==> config.mk <==
export PLATFORM = sky130hd
export DESIGN_NAME = xup_piso_serializer_vector
export DESIGN_NICKNAME = d
export VERILOG_FILES = /design/src/rtl/xup_piso_serializer_vector.sv
export SDC_FILE = /design/constraint.sdc
export NUM_CORES = 1
export LEC_CHECK = 0
export ABC_AREA = 1
export CORE_AREA = 2 2 39 41
export CTS_CLUSTER_SIZE = 14
export DETAILED_ROUTE_END_ITERATION = 6
export DIE_AREA = 0 0 41 43
export SETUP_SLACK_MARGIN = 0.15
export SLEW_MARGIN = 20
export SYNTH_ARGS = -nofsm -noshare
export SYNTH_HDL_FRONTEND = slang
export SYNTH_SLANG_ARGS = --single-unit
==> constraint.sdc <==
create_clock -name clk -period 3 [get_ports clk]
set_input_delay 0.45 -clock clk [delete_from_list [all_inputs] [get_ports clk]]
set_output_delay 0.45 -clock clk [all_outputs]
set_load 0.02 [all_outputs]
==> src/rtl/xup_piso_serializer_vector.sv <==
// xup_piso_serializer_vector
//
// Parallel-in, serial-out transmitter. A SIZE-bit word is taken on a
// load_valid/load_ready handshake. It is then shifted out one bit per clock
// edge on which en is high. A one-cycle done pulse follows the last bit.
//
// Parameters
//   SIZE      word width in bits (>= 1)
//   DELAY     clock-to-output delay (ns) of the original behavioural model;
//             this RTL is zero-delay, so the value has no effect here
//   MSB_FIRST 1: bit SIZE-1 is sent first, 0: bit 0 is sent first
//
// Ports
//   clk         rising-edge clock
//   reset       synchronous, active-low reset
//   d           parallel word, sampled only on an accepted load
//   load_valid  source requests a load of d
//   load_ready  block is idle and can accept a word (combinational)
//   en          bit-advance strobe, ignored while idle
//   sout        registered serial data bit
//   sout_valid  sout carries a word bit (high throughout SHIFT)
//   busy        high while a word is being shifted
//   done        one-cycle pulse after the last bit is consumed
module xup_piso_serializer_vector #(
  parameter int SIZE      = 4,
  parameter int DELAY     = 3,
  parameter bit MSB_FIRST = 1'b1
) (
  input  logic            clk,
  input  logic            reset,
  input  logic [SIZE-1:0] d,
  input  logic            load_valid,
  output logic            load_ready,
  input  logic            en,
  output logic            sout,
  output logic            sout_valid,
  output logic            busy,
  output logic            done
);

  localparam int CW = (SIZE > 1) ? $clog2(SIZE) : 1;
  localparam logic [CW-1:0] LAST = CW'(SIZE - 1);

  typedef enum logic {
    IDLE  = 1'b0,
    SHIFT = 1'b1
  } state_t;

  state_t          state, state_d;
  logic [SIZE-1:0] sr, sr_d, sr_shift;
  logic [CW-1:0]   cnt, cnt_d;
  logic            sout_q, sout_d;
  logic            done_q, done_d;
  logic            load_bit, next_bit;

  // DELAY only shapes timing in the behavioural original.
  logic unused_delay;
  assign unused_delay = (DELAY != 0);

  // The shift moves the register toward its output end, so the next bit
  // to send always sits at that end. Zeros fill the vacated position.
  always_comb begin
    sr_shift = MSB_FIRST ? (sr << 1) : (sr >> 1);
    next_bit = MSB_FIRST ? sr_shift[SIZE-1] : sr_shift[0];
    load_bit = MSB_FIRST ? d[SIZE-1] : d[0];
  end

  always_comb begin
    state_d = state;
    sr_d    = sr;
    cnt_d   = cnt;
    sout_d  = sout_q;
    done_d  = 1'b0;
    unique case (state)
      IDLE: begin
        sout_d = 1'b0;
        if (load_valid) begin
          state_d = SHIFT;
          sr_d    = d;
          cnt_d   = '0;
          sout_d  = load_bit;
        end
      end
      SHIFT: begin
        if (en) begin
          if (cnt == LAST) begin
            state_d = IDLE;
            sout_d  = 1'b0;
            done_d  = 1'b1;
          end else begin
            cnt_d  = cnt + 1'b1;
            sr_d   = sr_shift;
            sout_d = next_bit;
          end
        end
      end
      default: begin
        state_d = IDLE;
        sout_d  = 1'b0;
      end
    endcase
  end

  always_ff @(posedge clk) begin
    if (!reset) begin
      state  <= IDLE;
      sr     <= '0;
      cnt    <= '0;
      sout_q <= 1'b0;
      done_q <= 1'b0;
    end else begin
      state  <= state_d;
      sr     <= sr_d;
      cnt    <= cnt_d;
      sout_q <= sout_d;
      done_q <= done_d;
    end
  end

  assign load_ready = (state == IDLE);
  assign busy       = (state == SHIFT);
  assign sout_valid = (state == SHIFT);
  assign sout       = sout_q;
  assign done       = done_q;

endmodule

==> Word level (Yosys, flattened, before mapping) <==
Index checks and enable logic that the tools add are counted.
W data, S select, Z words.
{ "classes": {"addsub": 1, "n_reduce_logical": 2, "bitwise": 1, "mux": 17, "eq_ne": 4} }
{ "ops": {"columns": ["op", "count"], "rows": [
  ["$mux W3", 3],
  ["$mux W1", 7],
  ["$mux W2", 3],
  ["$ne A2 B2 Y1 const B", 3],
  ["$pmux W3 S2", 1],
  ["$reduce_and A3 Y1", 2],
  ["$pmux W1 S2", 2],
  ["$pmux W2 S2", 1],
  ["$add A2 B1 Y2 const B", 1],
  ["$eq A2 B2 Y1 const B", 1],
  ["$not A1 Y1", 1]
]} }
{ "totals": {"out_inout_bits": 5, "regBits": 8} }

==> Longest topological paths before layout <==
{ "logic_depth": {"depth_word": 4, "ltp_mapped": 6, "mapped_depth_nobuf": 6} }

==> Worst setup path after synthesis <==
No wires, ideal clock.
{ "synth_path": {"kind": "reg2out", "startpoint": "register state, in the netlist busy", "endpoint": "output load_ready", "arrival_time_ns": 0.692, "path_stages_with_launch": 3, "n_path_buf": 1, "setup_slack_ns": 1.858, "path_cell_list": "dfxtp_1 buf_6 inv_4"} }
{ "synth_via": {"elab_chain_len": 1} }
{ "synth_rtl": {"columns": ["item", "line_no", "rtl"], "rows": [
  ["start, declared", "49", "state_t state, state_d;"],
  ["start signal, assigned", "112", "state <= state_d;"],
  ["$not A1 Y1", null, null],
  ["end, declared", "33", "output logic load_ready,"]
]} }
Every way passes these cells.

==> Worst setup path after layout <==
{ "layout_path": {"startpoint": "register state, in the netlist busy", "endpoint": "output sout_valid"} }
{ "layout_rtl": {"columns": ["item", "line_no", "rtl"], "rows": [
  ["end, declared", "36", "output logic sout_valid,"]
]} }
No word-level cell between the ends.

==> flow_metrics.py <==
metrics = {
    "outcome": {
        "outcome": "complete, no violations",
    },
    "yosys": {
        "ys_types": 14,
        "syn-num-nets": 72,
        "synth_area_um2": 428,
        "ys_warn_count": 0,
        "synth-seq-cells": 8,
        "seq_area_frac_synth": 0.374,
        "syn_inst": 63,
        "avgSynthCellArea_um2": 6.79,
    },
    "placed_design": {
        "gp_congestion": 0.637,
        "numPortBuffers": 12,
        "placed_area_um2": 549,
        "hpwl_um": 623,
    },
    "worst_setup_path": {
        "path_class": "reg -> out",
        "cp-start-kind": "register",
        "path_buf_inv": 1,
        "cpLargestDelayFamily": "buffers and inverters",
        "cp_data_required_time_ns": 2.55,
        "arrival_ns": 1.55,
        "path_depth": 1,
        "critPathMaxFanout": 11,
        "end_kind": "output port",
        "worstRegToRegCells": 3,
        "cp_slowest_cell": "clkdlybuf4s50_1",
        "slowest_delay_ns": 0.69,
        "path_cells": "clkdlybuf4s50_1",
    },
    "power": {
        "clkPwrFrac": 0.315,
        "internal-power_mw": 0.190,
        "combinationalPowerShare": 0.225,
        "p_per_area_nw_per_um2": 466,
        "p_leak_nw": 0.272,
        "p_sw_frac": 0.288,
        "worst_ir_drop_vdd_uv": 135,
        "p_seq_frac": 0.460,
        "p_sw_mw": 0.0768,
    },
    "clocking": {
        "cts_resized": 0,
        "worstSkewPairLatency_ns": 0.25,
        "post_cts_buffers": 0,
        "tritoncts": "yes",
        "cts_buffers": 3,
        "max-clock-path-buffers": 2,
        "cts_max_level": 1,
        "cts_sinks": 8,
        "cts_hold_buf": 0,
        "cts_root_buffer": "clkbuf_4",
        "clkTransAtPathRegs_ns": 0.06,
    },
    "timing": {
        "tightest_slew_ns": 0.459,
        "fin_setup_tns_ns": 0,
        "fin_skew_ns": 0.00190,
        "fmax_ghz": 0.501,
        "holdWs_ns": 0.529,
        "final.period_utilization": 0.666,
        "drv_slew": 0,
        "relSlewSlack": 0.694,
        "finalHoldViolCount": 0,
        "min_period_ns": 2.00,
        "rsz0062_at_grt": "false",
        "setup_viol_count_final": 0,
    },
    "final_layout": {
        "post-route-cell-area_um2": 572,
        "nets": 87,
        "n_antenna_cell": 0,
        "layout_commonest_cell": "nand2_1",
        "drive_gt1_frac": 0.0789,
        "syn_to_final_growth_pct": 33.6,
        "final_cell_mix": "nand2_1, clkdlybuf4s50_1, inv_1, nor2_1, dfxtp_1",
    },
    "floorplan": {
        "fp.coreArea_um2": 1380,
        "start_util": 0.309,
        "fp.dieW_um": 41,
        "die_h_um": 43,
        "io_pins": 13,
        "rows": 14,
        "die_area_um2": 1760,
    },
    "global_routing": {
        "grt_max_degree": 12,
        "grt_usage": 0.116,
        "grt_pass1_wl_mm": 1.36,
        "grt_pass1_vias": 359,
        "grt_antenna_before_repair": 0,
        "grt-ovfl-total": 0,
    },
    "job": {
        "cap_violations": 0,
    },
    "route": {
        "drc": 0,
        "drtAntennaViolNets": 0,
        "routed_wl_um": 827,
        "drt-initial-drc-count": 4,
        "first_pass_iters": 4,
        "num_vias": 410,
        "via_per_inst": 4.46,
        "wl_per_cell_um": 8.99,
    },
    "hold_path": {
        "hp-class": "reg -> reg",
        "min_delay_path_depth": 3,
    },
}
[state kept, by name, summed over array words and instances (netlist names)]
signal / count
cnt: 2
done: 1
sout: 1
busy: 1
sr: 3
[metal layers]
| layer | GRT usage | routed length (µm) |
|---|---|---|
| met4 | 0.0800 | 0 |
| met3 | 0.0314 | 29 |
| met5 | 0 | 0 |
| met1 | 0.126 | 402 |
| met2 | 0.181 | 395 |
[worst register-to-register path, delay by kind of cell, from the launching register on]
kind	cells	cell delay, ns
AO/OA/AOI/OAI	1	0.17
flip-flops	1	0.60
AND/OR/NAND/NOR	2	0.25
[Yosys cell counts]
master    n  area share
inv_1    10       0.088
inv_4     1       0.015
buf_4     1       0.018
buf_6     1       0.026
ha_1      1       0.029
dfxtp_1   8        0.37
nand2_4   1       0.026
a21oi_1   6       0.070
nand3_4   1       0.041
nor3_1    1       0.012
nand2_1  16        0.14
o21ai_0   1       0.012
nand3_1   6       0.070
nor2_1    9       0.079
[area by class of cell]
type | instances | area, µm²
Fill cell | 164 | 812
Sequential cell | 8 | 160
Inverter | 11 | 43.8
Tap cell | 16 | 20.0
Clock buffer | 3 | 22.5
Timing Repair Buffer | 12 | 120
Multi-Input combinational cell | 42 | 205
[power groups by stage]
stage	clock network, mW	registers, mW	logic [mW]
finish	0.0840	0.123	0.0599
global route	0.0947	0.124	0.0679
CTS	0.0883	0.123	0.0604
detailed placement	0	0.125	0.0601
global placement	0	0.125	0.0597
floorplan	0	0.123	0.0406
[stage by stage]
stage	cells	util	setup WS (ns)	total power, mW
after floorplan	63	-	1.86	0.164
final	92	0.413	1.00	0.267
after global placement	89	0.397	1.28	0.185
after global routing	92	0.413	0.918	0.287
after CTS	92	0.413	0.987	0.272
after detailed placement	89	0.397	1.27	0.185
[final timing paths]
check,from,end,slack [ns]
worst min register to register,cnt[0],cnt[0],0.53
worst min-delay path,cnt[0],cnt[0],0.53
worst max-delay path,busy,sout_valid,1.00
worst max register to register,busy,sr[0],1.87
[logic make-up after synthesis]
group	count (synthesis)	synth area share
and+or+nand+nor	34	0.368
buffers and inverters	13	0.146
DFF	8	0.374
AOI/OAI and AO/OA	7	0.0819
adders and majority gates	1	0.0292
No activity file was read; power rests on OpenSTA's default activity.
